===== src/rtl/mrnaiso_ctrl_pkg.sv =====
// Shared types and constants for the mRNA isolation bank valve sequencer:
// phase codes, the 13-line valve vector, per-phase valve maps and the pump pattern.
package mrnaiso_ctrl_pkg;

   typedef enum logic [3:0] {
      PH_IDLE       = 4'd0,
      PH_LOAD_CELLS = 4'd1,
      PH_LOAD_LYSIS = 4'd2,
      PH_LOAD_BEADS = 4'd3,
      PH_MIX        = 4'd4,
      PH_SEPARATE   = 4'd5,
      PH_WASH       = 4'd6,
      PH_COLLECT    = 4'd7,
      PH_GAP        = 4'd8,
      PH_DONE       = 4'd9,
      PH_ABORT      = 4'd10
   } phase_e;

   typedef struct packed {
      logic cells_in;
      logic cells_out;
      logic sieve;
      logic lysis_in;
      logic lysis_out;
      logic beads;
      logic pump1;
      logic pump2;
      logic pump3;
      logic sep;
      logic push;
      logic waste;
      logic collect;
   } valve_t;

   localparam valve_t VALVES_OFF     = valve_t'(13'b0000000000000);
   localparam valve_t VALVES_CELLS   = valve_t'(13'b1110000000000);
   localparam valve_t VALVES_LYSIS   = valve_t'(13'b0001100000000);
   localparam valve_t VALVES_BEADS   = valve_t'(13'b0000010000000);
   localparam valve_t VALVES_SEP     = valve_t'(13'b0000000001000);
   localparam valve_t VALVES_WASH    = valve_t'(13'b0000000001110);
   localparam valve_t VALVES_COLLECT = valve_t'(13'b0000000001101);

   // Index 0 is the first step; bits are {pump1, pump2, pump3}.
   localparam logic [5:0][2:0] PUMP_PATTERN =
      {3'b101, 3'b001, 3'b011, 3'b010, 3'b110, 3'b100};

   function automatic int unsigned at_least_one(input int unsigned v);
      return (v == 0) ? 1 : v;
   endfunction

   function automatic int unsigned max2(input int unsigned a, input int unsigned b);
      return (a > b) ? a : b;
   endfunction

   // Counters run 0..max-1, so $clog2(max) bits suffice (min 1 bit).
   function automatic int unsigned cnt_width(input int unsigned max_value);
      return (max_value > 1) ? $clog2(max_value) : 1;
   endfunction

   // Pump lines are driven separately by the pump sub-module.
   function automatic valve_t valve_map(input logic [3:0] ph);
      case (phase_e'(ph))
         PH_LOAD_CELLS: return VALVES_CELLS;
         PH_LOAD_LYSIS: return VALVES_LYSIS;
         PH_LOAD_BEADS: return VALVES_BEADS;
         PH_SEPARATE:   return VALVES_SEP;
         PH_WASH:       return VALVES_WASH;
         PH_COLLECT:    return VALVES_COLLECT;
         default:       return VALVES_OFF;
      endcase
   endfunction

endpackage


===== src/rtl/mrnaiso_peristaltic_pump.sv =====
// Three-valve peristaltic pump stepper: walks the 6-step pattern while enabled,
// counting ticks per step and full pattern cycles; output is registered.
module mrnaiso_peristaltic_pump
   import mrnaiso_ctrl_pkg::*;
#(
   parameter int unsigned PUMP_STEP_TICKS = 2,
   parameter int unsigned MIX_CYCLES      = 20
) (
   input  logic       clk,
   input  logic       rst,
   input  logic       enable,
   input  logic       tick,
   output logic [2:0] pattern,
   output logic       cycles_done
);

   localparam int unsigned STEP_T = at_least_one(PUMP_STEP_TICKS);
   localparam int unsigned CYC    = at_least_one(MIX_CYCLES);
   localparam int unsigned SW     = cnt_width(STEP_T);
   localparam int unsigned CW     = cnt_width(CYC);
   localparam logic [SW-1:0] SUB_LAST = SW'(STEP_T - 1);
   localparam logic [CW-1:0] CYC_LAST = CW'(CYC - 1);

   logic [SW-1:0] sub_reg, sub_next;
   logic [2:0]    step_reg, step_next;
   logic [CW-1:0] cyc_reg, cyc_next;
   logic [2:0]    pattern_reg, pattern_next;
   logic          step_end;

   assign step_end    = tick && (sub_reg == SUB_LAST);
   assign cycles_done = step_end && (step_reg == 3'd5) && (cyc_reg == CYC_LAST);
   assign pattern     = pattern_reg;

   // 'enable' reflects the upcoming state, so the registered pattern lines up
   // with the sequencer's registered phase without a one-cycle lag.
   always_comb begin
      sub_next  = sub_reg;
      step_next = step_reg;
      cyc_next  = cyc_reg;
      if (!enable) begin
         sub_next  = '0;
         step_next = 3'd0;
         cyc_next  = '0;
      end else if (tick) begin
         if (step_end) begin
            sub_next = '0;
            if (step_reg == 3'd5) begin
               step_next = 3'd0;
               if (cyc_reg != CYC_LAST) cyc_next = cyc_reg + CW'(1);
            end else begin
               step_next = step_reg + 3'd1;
            end
         end else begin
            sub_next = sub_reg + SW'(1);
         end
      end
      pattern_next = enable ? PUMP_PATTERN[step_next] : 3'b000;
   end

   always_ff @(posedge clk or posedge rst) begin
      if (rst) begin
         sub_reg     <= '0;
         step_reg    <= 3'd0;
         cyc_reg     <= '0;
         pattern_reg <= 3'b000;
      end else begin
         sub_reg     <= sub_next;
         step_reg    <= step_next;
         cyc_reg     <= cyc_next;
         pattern_reg <= pattern_next;
      end
   end

endmodule


===== src/rtl/mrnaiso_valve_sequencer.sv =====
// Protocol sequencer for the mRNA isolation bank: FSM, tick prescaler and phase
// timer, with every valve and status output registered from the next state.
module mrnaiso_valve_sequencer
   import mrnaiso_ctrl_pkg::*;
#(
   parameter int unsigned TICK_DIV        = 1000,
   parameter int unsigned CELLS_TICKS     = 50,
   parameter int unsigned LYSIS_TICKS     = 50,
   parameter int unsigned BEADS_TICKS     = 50,
   parameter int unsigned PUMP_STEP_TICKS = 2,
   parameter int unsigned MIX_CYCLES      = 20,
   parameter int unsigned SEP_TICKS       = 100,
   parameter int unsigned WASH_TICKS      = 50,
   parameter int unsigned COLLECT_TICKS   = 50
) (
   input  logic       clk,
   input  logic       rst,
   input  logic       start,
   input  logic       abort,
   output logic       busy,
   output logic       done,
   output logic       aborted,
   output logic [3:0] phase,
   output logic       cells_in_ctrl,
   output logic       cells_out_ctrl,
   output logic       sieve_ctrl,
   output logic       lysis_in_ctrl,
   output logic       lysis_out_ctrl,
   output logic       beads_ctrl,
   output logic       pump1,
   output logic       pump2,
   output logic       pump3,
   output logic       sep_ctrl,
   output logic       push_ctrl,
   output logic       waste_ctrl,
   output logic       collect_ctrl
);

   localparam logic [3:0] S_IDLE       = PH_IDLE;
   localparam logic [3:0] S_LOAD_CELLS = PH_LOAD_CELLS;
   localparam logic [3:0] S_LOAD_LYSIS = PH_LOAD_LYSIS;
   localparam logic [3:0] S_LOAD_BEADS = PH_LOAD_BEADS;
   localparam logic [3:0] S_MIX        = PH_MIX;
   localparam logic [3:0] S_SEPARATE   = PH_SEPARATE;
   localparam logic [3:0] S_WASH       = PH_WASH;
   localparam logic [3:0] S_COLLECT    = PH_COLLECT;
   localparam logic [3:0] S_GAP        = PH_GAP;
   localparam logic [3:0] S_DONE       = PH_DONE;
   localparam logic [3:0] S_ABORT      = PH_ABORT;

   localparam int unsigned DIV     = at_least_one(TICK_DIV);
   localparam int unsigned D_CELLS = at_least_one(CELLS_TICKS);
   localparam int unsigned D_LYSIS = at_least_one(LYSIS_TICKS);
   localparam int unsigned D_BEADS = at_least_one(BEADS_TICKS);
   localparam int unsigned D_SEP   = at_least_one(SEP_TICKS);
   localparam int unsigned D_WASH  = at_least_one(WASH_TICKS);
   localparam int unsigned D_COLL  = at_least_one(COLLECT_TICKS);
   localparam int unsigned MAX_D   =
      max2(max2(max2(D_CELLS, D_LYSIS), max2(D_BEADS, D_SEP)), max2(D_WASH, D_COLL));
   localparam int unsigned PW = cnt_width(DIV);
   localparam int unsigned TW = cnt_width(MAX_D);
   localparam logic [PW-1:0] PRESC_LAST = PW'(DIV - 1);

   logic [3:0]    state_reg, state_next;
   logic [3:0]    follow_reg, follow_next;
   logic [PW-1:0] presc_reg, presc_next;
   logic [TW-1:0] timer_reg, timer_next;
   logic [TW-1:0] phase_last;
   valve_t        valve_reg;
   logic          busy_reg, done_reg, aborted_reg;
   logic          timed, tick, phase_end, mix_done;
   logic [2:0]    pump_pattern;

   assign timed = (state_reg >= S_LOAD_CELLS) && (state_reg <= S_COLLECT);
   assign tick  = timed && (presc_reg == PRESC_LAST);

   always_comb begin
      case (state_reg)
         S_LOAD_CELLS: phase_last = TW'(D_CELLS - 1);
         S_LOAD_LYSIS: phase_last = TW'(D_LYSIS - 1);
         S_LOAD_BEADS: phase_last = TW'(D_BEADS - 1);
         S_SEPARATE:   phase_last = TW'(D_SEP - 1);
         S_WASH:       phase_last = TW'(D_WASH - 1);
         S_COLLECT:    phase_last = TW'(D_COLL - 1);
         default:      phase_last = '0;
      endcase
   end

   assign phase_end = (state_reg == S_MIX) ? mix_done
                                           : (tick && (timer_reg == phase_last));

   always_comb begin
      state_next  = state_reg;
      follow_next = follow_reg;
      case (state_reg)
         S_IDLE:         if (start && !abort) state_next = S_LOAD_CELLS;
         S_GAP:          state_next = abort ? S_ABORT : follow_reg;
         S_DONE, S_ABORT: state_next = S_IDLE;
         S_LOAD_CELLS, S_LOAD_LYSIS, S_LOAD_BEADS, S_MIX,
         S_SEPARATE, S_WASH, S_COLLECT: begin
            if (abort) begin
               state_next = S_ABORT;
            end else if (phase_end) begin
               state_next = (state_reg == S_COLLECT) ? S_DONE : S_GAP;
               // Protocol phases have consecutive codes, so the successor is +1.
               follow_next = state_reg + 4'd1;
            end
         end
         default:        state_next = S_IDLE;
      endcase

      if ((state_next != state_reg) || !timed || tick) presc_next = '0;
      else                                             presc_next = presc_reg + PW'(1);

      if (state_next != state_reg)           timer_next = '0;
      else if (tick && (state_reg != S_MIX)) timer_next = timer_reg + TW'(1);
      else                                   timer_next = timer_reg;
   end

   mrnaiso_peristaltic_pump #(
      .PUMP_STEP_TICKS (PUMP_STEP_TICKS),
      .MIX_CYCLES      (MIX_CYCLES)
   ) u_pump (
      .clk         (clk),
      .rst         (rst),
      .enable      (state_next == S_MIX),
      .tick        (tick),
      .pattern     (pump_pattern),
      .cycles_done (mix_done)
   );

   always_ff @(posedge clk or posedge rst) begin
      if (rst) begin
         state_reg   <= S_IDLE;
         follow_reg  <= S_IDLE;
         presc_reg   <= '0;
         timer_reg   <= '0;
         valve_reg   <= VALVES_OFF;
         busy_reg    <= 1'b0;
         done_reg    <= 1'b0;
         aborted_reg <= 1'b0;
      end else begin
         state_reg   <= state_next;
         follow_reg  <= follow_next;
         presc_reg   <= presc_next;
         timer_reg   <= timer_next;
         valve_reg   <= valve_map(state_next);
         busy_reg    <= (state_next >= S_LOAD_CELLS) && (state_next <= S_GAP);
         done_reg    <= (state_next == S_DONE);
         aborted_reg <= (state_next == S_ABORT);
      end
   end

   assign phase          = state_reg;
   assign busy           = busy_reg;
   assign done           = done_reg;
   assign aborted        = aborted_reg;
   assign cells_in_ctrl  = valve_reg.cells_in;
   assign cells_out_ctrl = valve_reg.cells_out;
   assign sieve_ctrl     = valve_reg.sieve;
   assign lysis_in_ctrl  = valve_reg.lysis_in;
   assign lysis_out_ctrl = valve_reg.lysis_out;
   assign beads_ctrl     = valve_reg.beads;
   assign pump1          = pump_pattern[2];
   assign pump2          = pump_pattern[1];
   assign pump3          = pump_pattern[0];
   assign sep_ctrl       = valve_reg.sep;
   assign push_ctrl      = valve_reg.push;
   assign waste_ctrl     = valve_reg.waste;
   assign collect_ctrl   = valve_reg.collect;

endmodule


===== config.mk =====
export PLATFORM = sky130hd
export DESIGN_NAME = mrnaiso_valve_sequencer
export DESIGN_NICKNAME = d
export VERILOG_FILES = /design/src/rtl/mrnaiso_ctrl_pkg.sv /design/src/rtl/mrnaiso_peristaltic_pump.sv /design/src/rtl/mrnaiso_valve_sequencer.sv
export SDC_FILE = /design/constraint.sdc
export NUM_CORES = 1
export LEC_CHECK = 0
export BUFFER_PORTS_ARGS = -buffer_cell sky130_fd_sc_hd__buf_2
export CAP_MARGIN = 20
export CORE_MARGIN = 3
export CORE_UTILIZATION = 30
export CTS_CLUSTER_DIAMETER = 150
export DETAILED_ROUTE_END_ITERATION = 7
export PLACE_DENSITY = 0.49
export SLEW_MARGIN = 25
export SYNTH_ARGS = -nofsm -noshare
export SYNTH_HDL_FRONTEND = slang
export SYNTH_SLANG_ARGS = --single-unit
export TNS_END_PERCENT = 100

===== constraint.sdc =====
create_clock -name clk -period 7.7 [get_ports clk]
set_input_delay 1.155 -clock clk [delete_from_list [all_inputs] [get_ports clk]]
set_output_delay 1.155 -clock clk [all_outputs]
set_load 0.03 [all_outputs]

### Word level (Yosys, flattened, before mapping)

Memory sizes are Yosys's and may differ from the RTL's.
Cells that the tools add are included.

* register bits after elaboration: 50
* latch bits: 0
* bits in writable memories: 0
* ROM bits: 24
* word-level logic and storage cells: 107
* memories kept: 1

Memories
* (name not given): depth 8, width 3, rd ports 1, clocked after Yosys merged registers in 0, wr ports 0, line mrnaiso_peristaltic_pump.sv:57 `pattern_next = enable ? PUMP_PATTERN[step_next] : 3'b000;`

* $add $sub $neg: 6
* multiply operators: 0
* div/mod/pow operators: 0
* magnitude comparators: 5
* equality and inequality tests: 28
* shifts and indexed selects: 0
* multiplexer cells: 26
* bitwise operators: 1
* reduce and logical (&&, ||, !) cells: 19

Operators with widths (number)
* $pmux 13 s6: 1
* $eq 4x3->1 const B: 8
* $mux 5: 5
* $mux 3: 6
* $eq 4x2->1 const B: 4
* $mux 4: 4
* $mux 7: 2
* $pmux 7 s2: 1
* $eq 4x4->1 const B: 3
* $pmux 4 s3: 1
* $add 10x1->10 const B: 1
* $eq 10x10->1 const B: 1
* $mux 10: 1
* $logic_and 1x1->1: 9
* $eq 4x1->1 const B: 2
* $ge 4x1->1 const B: 2
* $ne 2x2->1 const B: 4
* $add 7x1->7 const B: 1
* $eq 7x7->1: 1
* $reduce_or 7->1: 1
* $add 5x1->5 const B: 1
* $eq 5x5->1 const B: 1
* $mux 1: 5
* $ne 5x5->1 const B: 1
* other kinds (17): 19

### Logic depth before layout (Yosys ltp)

Gate-level depths: netlist of the first run.

* depth after elaboration: 15
* depth in mapped cells: 12
* gate-level depth less buffers: 10

### Modules after synthesis

Synthesis of the first run repeated with hierarchy kept, for this count alone.

* cells, all modules: 280
* area, all modules: 2726.4 µm²

By module, submodules not included
* mrnaiso_valve_sequencer: instances 1, cells each 218, area each 2097.0 µm², seq. area each 875.8 µm²
* mrnaiso_peristaltic_pump: instances 1, cells each 62, area each 629.4 µm², seq. area each 300.3 µm²

### Worst setup path after synthesis of the first run

Ideal clock, no wire load.

* kind: flip-flop to flip-flop
* from: register state_reg[0] (netlist: phase[0])
* to: register aborted_reg (netlist: aborted)
* setup time: 0.069 ns
* data arrival time: 3.222 ns
* required time: 7.631 ns
* slack: 4.409 ns
* cell stages (with the launch flop): 13
* path through: dfrtp_1 > clkbuf_1 > inv_1 > ha_1 > a2111oi_1 > or2_2 > clkbuf_1 > or3_1 > o22ai_1 > nor3b_4 > inv_2 > or3_4 > nor2b_2

* cells in the longest elaborated chain, start to end: 11

RTL lines
* start, declared: line mrnaiso_valve_sequencer.sv:64 `logic [3:0] state_reg, state_next;`
* start signal, assigned: line mrnaiso_valve_sequencer.sv:143 `state_reg <= state_next;`
* branches (longest 9 deep; another with $pmux 7 s2)
* $pmux 4 s3 *: line mrnaiso_valve_sequencer.sv:95 `case (state_reg)`
* via state_next[0]: line mrnaiso_valve_sequencer.sv:64
* $eq 4x4->1 *: line mrnaiso_valve_sequencer.sv:150 `aborted_reg <= (state_next == S_ABORT);`
* end signal, assigned: line mrnaiso_valve_sequencer.sv:150
* end, declared: line mrnaiso_valve_sequencer.sv:70 `logic busy_reg, done_reg, aborted_reg;`

Mark *: on every way through the listed nets, which the timed path passes.
A chain may end at the register's enable or synchronous reset.

### Worst setup path in the final report of the first run

* from: register state_reg[0] (netlist: phase[0])
* to: register u_pump.pattern_reg[1] (netlist: u_pump.pattern[1])

* cells in the longest elaborated chain, start to end: 15

RTL lines
* branches (longest 14 deep; another with $mem_v2 8x3)
* $mux 3 *: line mrnaiso_peristaltic_pump.sv:57
* via u_pump.pattern_next[1]: line mrnaiso_peristaltic_pump.sv:27 `logic [2:0] pattern_reg, pattern_next;`
* end signal, assigned: line mrnaiso_peristaltic_pump.sv:70 `pattern_reg <= pattern_next;`
* end, declared: line mrnaiso_peristaltic_pump.sv:27

Mark *: on every way through the listed nets, which the timed path passes. The select of a mux whose other input is x is not followed.

==> reports/metrics.cfg, run 1 <==
[outcome]
outcome = finished clean

[critical_path]
worstPathMaxFanout = 15
r2r_slack_ns = 4.07
path_class = flop to flop
worst_r2r_path_depth = 9
worstPathArrival_ns = 3.83
worst_path_largest_cell_delay_ns = 0.59
worstPathRequired_ns = 7.90
cp-end-kind = flop
r2r-end = u_pump.pattern[1]$_DFF_PP0_
cp_cell_sequence = inv_1, ha_1, nor3b_1, or2_2, a2111o_1, o31ai_2, nor3b_4, nand3_1, nor4_1
worstSetupStartpointType = flop
cp_slowest_cell = dfrtp_1
reg2reg_from = phase[0]$_DFF_PP0_

[hold_path]
whs_endpoint = follow_reg[0]$_DFFE_PP0P_
min_from = follow_reg[0]$_DFFE_PP0P_
hold_depth = 2
hp-class = flop to flop

[timing]
fin_worst_skew_ns = 0.00791
worst_pin_slew_ns = 0.822
fin_crit_ns = 3.63
timing.fmax_mhz = 275
relSlewSlack_pct = 44.8
finalHoldViolCount = 0
setup_viol = 0
tns_ns = 0
finalMaxSlewViolations = 0
finalCritPeriodShare_pct = 47.2
rsz0062_at_grt = no

[global_routing]
grt_pass1_wl_um = 9640
grt_pass1_vias = 1903
grt_overflow = 0
antenna_found_initial = 0
grt_usage_pct = 11.9
grt_max_degree = 48

[synthesis]
synth-xor-area-share_pct = 7.69
yosys-top-cells-area = dfrtp_1 (45%), nor2_1 (4.6%), xnor2_1 (4.0%), ha_1 (3.8%), xor2_1 (3.7%)
synthSimpleGateAreaFrac_pct = 25.2
ys.flop_type = dfrtp_1
synth-compound-area-share_pct = 12.2
yosysUniqueCellTypes = 54
synth_edf_count = 0
ys_warn_count = 0
avgSynthCellArea_um2 = 9.42
synth-adder-area-share_pct = 3.82
syn_inst = 278
synth_top_family_by_area = simple AND/OR/NAND/NOR gates
synth-async-reset-ratio_pct = 100
ys_ff_latch = 47
syn-num-nets = 290
synth_seq_area_share_pct = 44.9
synthMuxAreaShare_pct = 1.62
synth_top_area_share_pct = 44.9
syn_area_um2 = 2620
synth_top_area_cell = dfrtp_1

[drt]
drt_iter0_drc = 111
firstDrtPassIters = 4
post-route-drc-count = 0
wl_um = 5530
vias = 1995
ant_nets = 0
wl_per_cell_um = 13.9
via_per_inst = 5.01

[cells_and_area]
final.fill_count = 868
largest_reg_flops = 10
drive_gt1_share_pct = 15.0
diodes = 0
final_cells = 398
nets = 304
area_delta_synth_final_pct = 11.0

[clock_tree]
cts_sinks = 47
cts_buffer_depth = 2
cts_hold_buffers = 0
h-tree-depth = 2
clock_latency_ns = 0.30
path_clk_slew_ns = 0.09
cts_setup_buffers = 0
numCtsBuffers = 5
cts_tree = done
cts_resized = 0
clock_tree.root_cell = clkbuf_8

[power_and_ir_drop]
ir_drop_uv = 206
p_leak_nw = 1.24
p_per_area_nw_per_um2 = 293

[die]
pin_count = 24
fp.dieW_um = 99.5
die_area_um2 = 9890
die_height_um = 99.5
core_um2 = 8340
initial_utilization_pct = 31.4
rows = 33

[placement]
dp_hpwl_um = 3890
port_buffers = 23
dp.cells = 390
routabilityCongestion = 0.812

[run]
max_cap_violations = 0

[power by group]
group | total (mW) | internal [mW] | switching, mW
sequential | 0.301 | 0.269 | 0.0322
clock | 0.186 | 0.0979 | 0.0885
combinational | 0.366 | 0.117 | 0.249
total | 0.853 | 0.483 | 0.370
[cells in the mapped netlist, types with 2 or more instances]
cell type,n
nand2_1,18
a211o_1,2
nor2b_1,3
o21a_1,2
clkbuf_1,9
nand4_1,10
or2_2,3
buf_4,3
xor2_1,11
ha_1,8
o21ai_0,13
or3_1,2
and3_1,2
buf_2,3
o31ai_1,2
nand3_1,12
o21ai_1,2
nor4_1,13
mux2i_1,2
or4_1,2
inv_1,11
nor2_1,32
nand2b_1,2
mux2_2,2
a21oi_1,8
a211oi_1,2
nor3_1,12
xnor2_1,12
nor3b_1,4
dfrtp_1,47
[final cells by class]
type	count	area, um2	area share, %
clock buffer	5	68.8	2.37
clock inverter	3	46.3	1.59
inverter	12	46.3	1.59
multi-input combinational	203	1320	45.5
sequential	47	1180	40.4
tap	105	131	4.52
timing repair buffer	23	115	3.96
[worst max path at each step]
stage	to	depth (start not counted)	from
2_1_floorplan	aborted$_DFF_PP0_	12	phase[0]$_DFF_PP0_
3_3_place_gp	u_pump.pattern[1]$_DFF_PP0_	9	phase[0]$_DFF_PP0_
3_5_place_dp	presc_reg[5]$_DFF_PP0_	9	phase[0]$_DFF_PP0_
4_1_cts	u_pump.pattern[1]$_DFF_PP0_	9	phase[0]$_DFF_PP0_
5_1_grt	presc_reg[6]$_DFF_PP0_	9	phase[0]$_DFF_PP0_
6_report	u_pump.pattern[1]$_DFF_PP0_	9	phase[0]$_DFF_PP0_
[routing by layer]
layer | track usage (%) | share of wire [%] | vias to the layer above
met4 | 3.78 | 0.69 | 0
li1 | - | - | 1014
met5 | 0 | 0 | -
met1 | 17.7 | 51 | 937
met2 | 17.2 | 44 | 40
met3 | 2.66 | 3.7 | 4
[critical path: cells and delay by family, from the launching register on]
family	cells	cell delay [ns]
flops	1	0.59
compound gates	2	0.74
simple gates	5	1.79
fa+ha+maj	1	0.22
buf+inv	1	0.17
[cell families after synthesis]
kind of cell    count (synthesis)
buf+inv                        28
xor+xnor                       23
fa+ha+maj                       8
mux                             4
compound gates                 45
simple gates                  123
flops                          47
[cell usage in the layout, fill, tap and decap left out, drive strengths merged, types with 5 or more instances in the layout]
cell type and count:
xnor2 12, nor3 12, nor4 14, buf 23, nand2 18, ha 8, inv 12, nand4 10
o21ai 15, dfrtp 47, nand3 12, clkbuf 5, nor3b 5, nor2 32, a21oi 8, xor2 11
[per-stage QoR]
step	hold slack, ns	setup WS (ns)	utilization, %	total power [mW]	cell area, um2
2_1_floorplan	0.442	4.41	-	0.597	2620
3_3_place_gp	0.474	4.11	33.5	0.675	2790
3_5_place_dp	0.491	4.09	33.5	0.674	2790
4_1_cts	0.510	4.05	34.8	0.867	2910
5_1_grt	0.539	3.60	34.9	0.923	2910
6_report	0.499	4.07	34.9	0.853	2910
Power figures use the tool's default switching activity.
==> run 2: changes to the inputs <==
PLACE_DENSITY = 0.51   (was 0.49)
clock period = 3.2 ns   (was 7.7 ns; I/O delays follow)
==> run 2 against run 1 <==
Effect of this change:
- total power grew 150%
- routed wire length shrank 1.2%
- non-clock buffer count grew 15
- count of clock-buffer cells in the layout grew 2
- sequential power grew 130%
- maximum frequency grew 21%
- die area is the same
- clock power grew 99%
- utilization grew 1.4 points
- register-to-register slack lost 3.9 ns
- final cell count grew 3.8%
- critical path type unchanged
- largest power group unchanged
==> reports/metrics.cfg, run 2 (synthesis results as in run 1) <==
[outcome]
outcome = finished clean  ; unchanged

[global_routing]
grt_pass1_wl_um = 9650  ; was 9640 um
grt_overflow = 0  ; unchanged
grt_usage_pct = 11.6  ; was 11.9%
antenna_found_initial = 0  ; unchanged
grt_pass1_vias = 2044  ; was 1903
grt_max_degree = 48  ; unchanged

[timing]
tns_ns = 0  ; unchanged
rsz0062_at_grt = no  ; unchanged
finalCritPeriodShare_pct = 94.1  ; was 47.2%
finalMaxSlewViolations = 0  ; unchanged
fin_crit_ns = 3.01  ; was 3.63 ns
worst_pin_slew_ns = 0.806  ; was 0.822 ns
timing.fmax_mhz = 332  ; was 275 MHz
setup_viol = 0  ; unchanged
relSlewSlack_pct = 46.2  ; was 44.8%
fin_worst_skew_ns = 0.00861  ; was 0.00791 ns
finalHoldViolCount = 0  ; unchanged
worst_hold_slack_ns = 0.306  ; was 0.499 ns

[critical_path]
cp_slowest_cell = a2111o_1  ; was dfrtp_1
cp_cell_sequence = inv_1, ha_1, nor3b_1, or2_2, a2111o_1, o31ai_2, nor3b_4, inv_2, or3_4, nor2b_2  ; was inv_1, ha_1, nor3b_1, or2_2, a2111o_1, o31ai_2, nor3b_4, nand3_1, nor4_1
worstPathRequired_ns = 3.43  ; was 7.90 ns
worst_path_largest_cell_delay_ns = 0.50  ; was 0.59 ns
worstPathMaxFanout = 12  ; was 15
cp-end-kind = flop  ; unchanged
worstSetupStartpointType = flop  ; unchanged
worstPathArrival_ns = 3.24  ; was 3.83 ns
path_class = flop to flop  ; unchanged
worst_r2r_path_depth = 10  ; was 9

[power_and_ir_drop]
ir_drop_uv = 379  ; was 206 uV
finalPower_mw = 2.09  ; was 853 uW
p_per_area_nw_per_um2 = 693  ; was 293 nW/um2
p_leak_nw = 1.31  ; was 1.24 nW

[drt]
vias = 2092  ; was 1995
ant_nets = 0  ; unchanged
wl_per_cell_um = 13.2  ; was 13.9 um
drt_iter0_drc = 74  ; was 111
wl_um = 5470  ; was 5530 um
via_per_inst = 5.07  ; was 5.01
firstDrtPassIters = 4  ; unchanged
post-route-drc-count = 0  ; unchanged

[die]
initial_utilization_pct = 31.4  ; unchanged
fp.dieW_um = 99.5  ; unchanged
pin_count = 24  ; unchanged
core_um2 = 8340  ; unchanged
die_height_um = 99.5  ; unchanged
die_area_um2 = 9890  ; unchanged
rows = 33  ; unchanged

[placement]
placed_area_um2 = 2910  ; was 2790 um2
dp_hpwl_um = 3930  ; was 3890 um
port_buffers = 23  ; unchanged
routabilityCongestion = 0.817  ; was 0.812

[clock_tree]
numCtsBuffers = 5  ; unchanged
cts_hold_buffers = 0  ; unchanged
clock_tree.root_cell = clkbuf_8  ; unchanged
cts_sinks = 47  ; unchanged
path_clk_slew_ns = 0.09  ; about the same
cts_buffer_depth = 2  ; unchanged
cts_tree = done  ; unchanged
clock_latency_ns = 0.29  ; was 0.30 ns
cts_setup_buffers = 0  ; unchanged
h-tree-depth = 2  ; unchanged

[cells_and_area]
final_common_cell = dfrtp_1  ; unchanged
final.fill_count = 896  ; was 868
regArea_um2 = 1180  ; about the same
multi_input_area_um2 = 1350  ; was 1320 um2
area_delta_synth_final_pct = 15.3  ; was 11.0%
diodes = 0  ; unchanged
nets = 319  ; was 304
largest_reg_flops = 10  ; unchanged
final_cell_mix = dfrtp_1 (46), nor2_1 (32), buf_2 (23)  ; was dfrtp_1 (47), nor2_1 (32), buf_2 (23)
drive_gt1_share_pct = 20.8  ; was 15.0%
final_cell_area_um2 = 3020  ; was 2910 um2

[hold_path]
hp-class = primary input to asynchronous set/reset pin  ; was flop to flop

[run]
max_cap_violations = 0  ; unchanged

==> run 2: through the flow <==
| stage | setup WS [ns] | cells | util [%] |
|---|---|---|---|
| after floorplan | 0.0382 | 278 | - |
| after global placement | 0.230 | 405 | 34.9 |
| after detailed placement | 0.141 | 405 | 34.9 |
| after CTS | 0.121 | 413 | 36.0 |
| after global routing | 0.00332 | 413 | 36.2 |
| final | 0.190 | 413 | 36.2 |
==> run 2: worst paths after layout <==
path	startpoint	slack [ns]	end
setup / recovery	phase[0]$_DFF_PP0_	0.19	aborted$_DFF_PP0_
hold / removal	rst	0.31	busy$_DFF_PP0_
setup reg to reg	phase[0]$_DFF_PP0_	0.19	aborted$_DFF_PP0_
hold reg to reg	follow_reg[0]$_DFFE_PP0P_	0.49	follow_reg[0]$_DFFE_PP0P_
max in group asynchronous	rst	2.38	phase[0]$_DFF_PP0_
min in group clk	follow_reg[0]$_DFFE_PP0P_	0.49	follow_reg[0]$_DFFE_PP0P_
==> run 2: critical path, delay by kind of cell, from the launching register on <==
| family | cells | cell delay [ns] |
|---|---|---|
| buffers and inverters | 2 | 0.24 |
| AND/OR/NAND/NOR | 5 | 1.29 |
| adder cells (fa/ha/maj) | 1 | 0.21 |
| AO/OA/AOI/OAI | 2 | 0.70 |
| flip-flops | 1 | 0.49 |
==> run 2: layer usage <==
layer  track usage, %  wire [um]  vias up
met5                0          0        -
met4             2.73         34        0
met3             2.24        172        4
met2             18.2       2540       36
met1             16.6       2720     1012
li1                 -          -     1040
==> run 2: final cells by class <==
class / instances / area share [%]
tap: 105 / 4.35
sequential: 47 / 39.0
clock buffer: 7 / 2.86
clock inverter: 1 / 0.166
multi-input combinational: 203 / 44.6
timing repair buffer: 38 / 7.54
inverter: 12 / 1.53
==> run 2: what timing repair did <==
item	CTS	global route
setup endpoints to repair	0	20
gates resized for setup	0	4
endpoints found under the hold margin	0	0
==> run 2: power breakdown <==
part	leakage [nW]	switching, mW	internal (mW)
Sequential	0.646	0.0423	0.648
Clock	0.0482	0.196	0.175
Combinational	0.612	0.666	0.367
Total	1.31	0.905	1.19
==> run 3: changes to the inputs <==
CORE_MARGIN = not set   (was 3)
HOLD_SLACK_MARGIN = 0.15   (was not set)
RECOVER_POWER = 50   (was not set)
==> run 3 against run 2 <==
Effect of this change:
- the run now ends with capacitance limit, slew limit left
- sequential cell count is the same
- sequential power grew 1%
- total power grew 2.8%
- critical endpoint is now beads_ctrl$_DFF_PP0_
- largest cell class unchanged
==> reports/metrics.cfg, run 3 (synthesis results as in run 1) <==
[global_routing]
grt_pass1_wl_um = 9580  ; was 9650 um
grt_pass1_vias = 2004  ; was 2044
grt_max_degree = 48  ; unchanged
grt_usage_pct = 13.3  ; was 11.6%
grt_overflow = 0  ; unchanged
antenna_found_initial = 0  ; unchanged

[critical_path]
crit_start = phase[0]$_DFF_PP0_  ; unchanged
reg2reg_from = phase[0]$_DFF_PP0_  ; unchanged
cp_slowest_cell = dfrtp_2  ; was a2111o_1
worst_path_largest_cell_delay_ns = 0.51  ; was 0.50 ns
path_class = flop to flop  ; unchanged
worstPathMaxFanout = 12  ; unchanged
cp.buffers_inverters = 2  ; unchanged
worstSetupStartpointType = flop  ; unchanged
cp_top_family = simple AND/OR/NAND/NOR gates  ; unchanged
worstPathRequired_ns = 3.40  ; was 3.43 ns
cp-end-kind = flop  ; unchanged
worstPathArrival_ns = 3.24  ; about the same
cp_cell_sequence = inv_1, ha_1, and3b_1, or4bb_1, or4_1, o22ai_1, nor3b_4, buf_4, nor4_1  ; was inv_1, ha_1, nor3b_1, or2_2, a2111o_1, o31ai_2, nor3b_4, inv_2, or3_4, nor2b_2

[die]
rows = 33  ; unchanged
die_area_um2 = 9110  ; was 9890 um2
initial_utilization_pct = 31.4  ; unchanged
pin_count = 24  ; unchanged
fp.dieW_um = 95.5  ; was 99.5 um
core_um2 = 8340  ; unchanged
die_height_um = 95.5  ; was 99.5 um

[power_and_ir_drop]
p_leak_nw = 1.27  ; was 1.31 nW
finalPower_mw = 2.15  ; was 2.09 mW
switchingPower_uw = 897  ; was 905 uW
switching_share_pct = 41.7  ; was 43.2%
p_per_area_nw_per_um2 = 714  ; was 693 nW/um2
ir_drop_uv = 425  ; was 379 uV
pwr-share-seq_pct = 32.5  ; was 32.9%
internal_power_mw = 1.26  ; was 1.19 mW
clkPwrFrac_pct = 21.3  ; was 17.7%
pwr-share-comb_pct = 46.2  ; was 49.3%

[outcome]
outcome = finished, violations left  ; was finished clean
violations = capacitance limit, slew limit

[drt]
via_per_inst = 5.02  ; was 5.07
ant_nets = 0  ; unchanged
post-route-drc-count = 0  ; unchanged
wl_per_cell_um = 13.4  ; was 13.2 um
vias = 2069  ; was 2092
drt_iter0_drc = 59  ; was 74
wl_um = 5510  ; was 5470 um
firstDrtPassIters = 5  ; was 4

[timing]
worst_hold_slack_ns = 0.489  ; was 0.306 ns
setup_ws_ns = 0.159  ; was 0.190 ns
finalHoldViolCount = 0  ; unchanged
finalMaxSlewViolations = 48  ; was 0
timing.fmax_mhz = 329  ; was 332 MHz
rsz0062_at_grt = no  ; unchanged
fin_worst_skew_ns = 0.00543  ; was 0.00861 ns
tns_ns = 0  ; unchanged
relSlewSlack_pct = -37.5  ; was 46.2%
worst_pin_slew_ns = 2.05  ; was 0.806 ns
setup_viol = 0  ; unchanged
finalCritPeriodShare_pct = 95.0  ; was 94.1%
fin_crit_ns = 3.04  ; was 3.01 ns

[clock_tree]
cts_sinks = 47  ; unchanged
clock_tree.root_cell = clkbuf_8  ; unchanged
cts_resized = 0  ; unchanged
cts_hold_buffers = 0  ; unchanged
h-tree-depth = 2  ; unchanged
cts_setup_buffers = 0  ; unchanged
cts_tree = done  ; unchanged
numCtsBuffers = 5  ; unchanged
path_clk_slew_ns = 0.09  ; about the same
clock_latency_ns = 0.30  ; was 0.29 ns
cts_buffer_depth = 2  ; unchanged

[cells_and_area]
regArea_um2 = 1180  ; unchanged
area_delta_synth_final_pct = 15.0  ; was 15.3%
multi_input_area_um2 = 1330  ; was 1350 um2
final_common_cell = dfrtp_1  ; unchanged
final.fill_count = 870  ; was 896
final_cell_mix = dfrtp_1 (46), nor2_1 (32), nand2_1 (18)  ; was dfrtp_1 (46), nor2_1 (32), buf_2 (23)
diodes = 0  ; unchanged
largest_reg_flops = 10  ; unchanged
final_util_pct = 36.1  ; was 36.2%
drive_gt1_share_pct = 16.9  ; was 20.8%
nets = 318  ; was 319

[hold_path]
min_from = follow_reg[0]$_DFFE_PP0P_
hp-class = flop to flop  ; was primary input to asynchronous set/reset pin

[run]
max_cap_violations = 1  ; was 0

[placement]
dp_hpwl_um = 3940  ; was 3930 um
port_buffers = 23  ; unchanged
routabilityCongestion = 0.838  ; was 0.817
place_ws_ns = 0.155  ; was 0.141 ns

[run 3: tightest hold or removal path, stage by stage, from the launching register on]
cell and delay [ns]:
dfrtp_1 0.35, nand2_1 0.04, o21ai_0 0.07
[run 3: metrics by stage]
| step | instances | area, um2 |
|---|---|---|
| 2_1_floorplan | 278 | 2630 |
| 3_3_place_gp | 404 | 2900 |
| 3_5_place_dp | 404 | 2900 |
| 4_1_cts | 412 | 3020 |
| 5_1_grt | 412 | 3010 |
| 6_report | 412 | 3010 |
[run 3: cell type report]
class                      instances  area share (%)
multi-input combinational        203            44.2
tap                              105            4.36
clock inverter                     2            1.16
inverter                          12            1.54
timing repair buffer              37            6.93
sequential                        47            39.1
clock buffer                       6            2.74
[run 3: final timing paths]
path / end / slack (ns) / cells after the start
hold reg to reg: follow_reg[0]$_DFFE_PP0P_ / 0.49 / 2
min in group asynchronous: busy$_DFF_PP0_ / 0.70 / 2
setup / recovery: beads_ctrl$_DFF_PP0_ / 0.16 / 9
hold / removal: follow_reg[0]$_DFFE_PP0P_ / 0.49 / 2
max in group asynchronous: phase[0]$_DFF_PP0_ / 1.47 / 2
setup reg to reg: beads_ctrl$_DFF_PP0_ / 0.16 / 9
[run 3: metal layers]
layer	GRT usage, %	routed length, um	share of wire (%)
met5	0	0	0
met4	3.98	65	1.2
met3	2.47	152	2.8
met2	20.7	2520	46
met1	18.7	2770	50
[run 3: power by group through the flow]
stage               Combinational (mW)  Clock [mW]  Sequential, mW
finish                           0.993       0.458           0.700
CTS                               1.00       0.472           0.700
global route                      1.11       0.490           0.709
global placement                  1.01           0           0.708
detailed placement               0.993           0           0.712
floorplan                        0.664           0           0.782
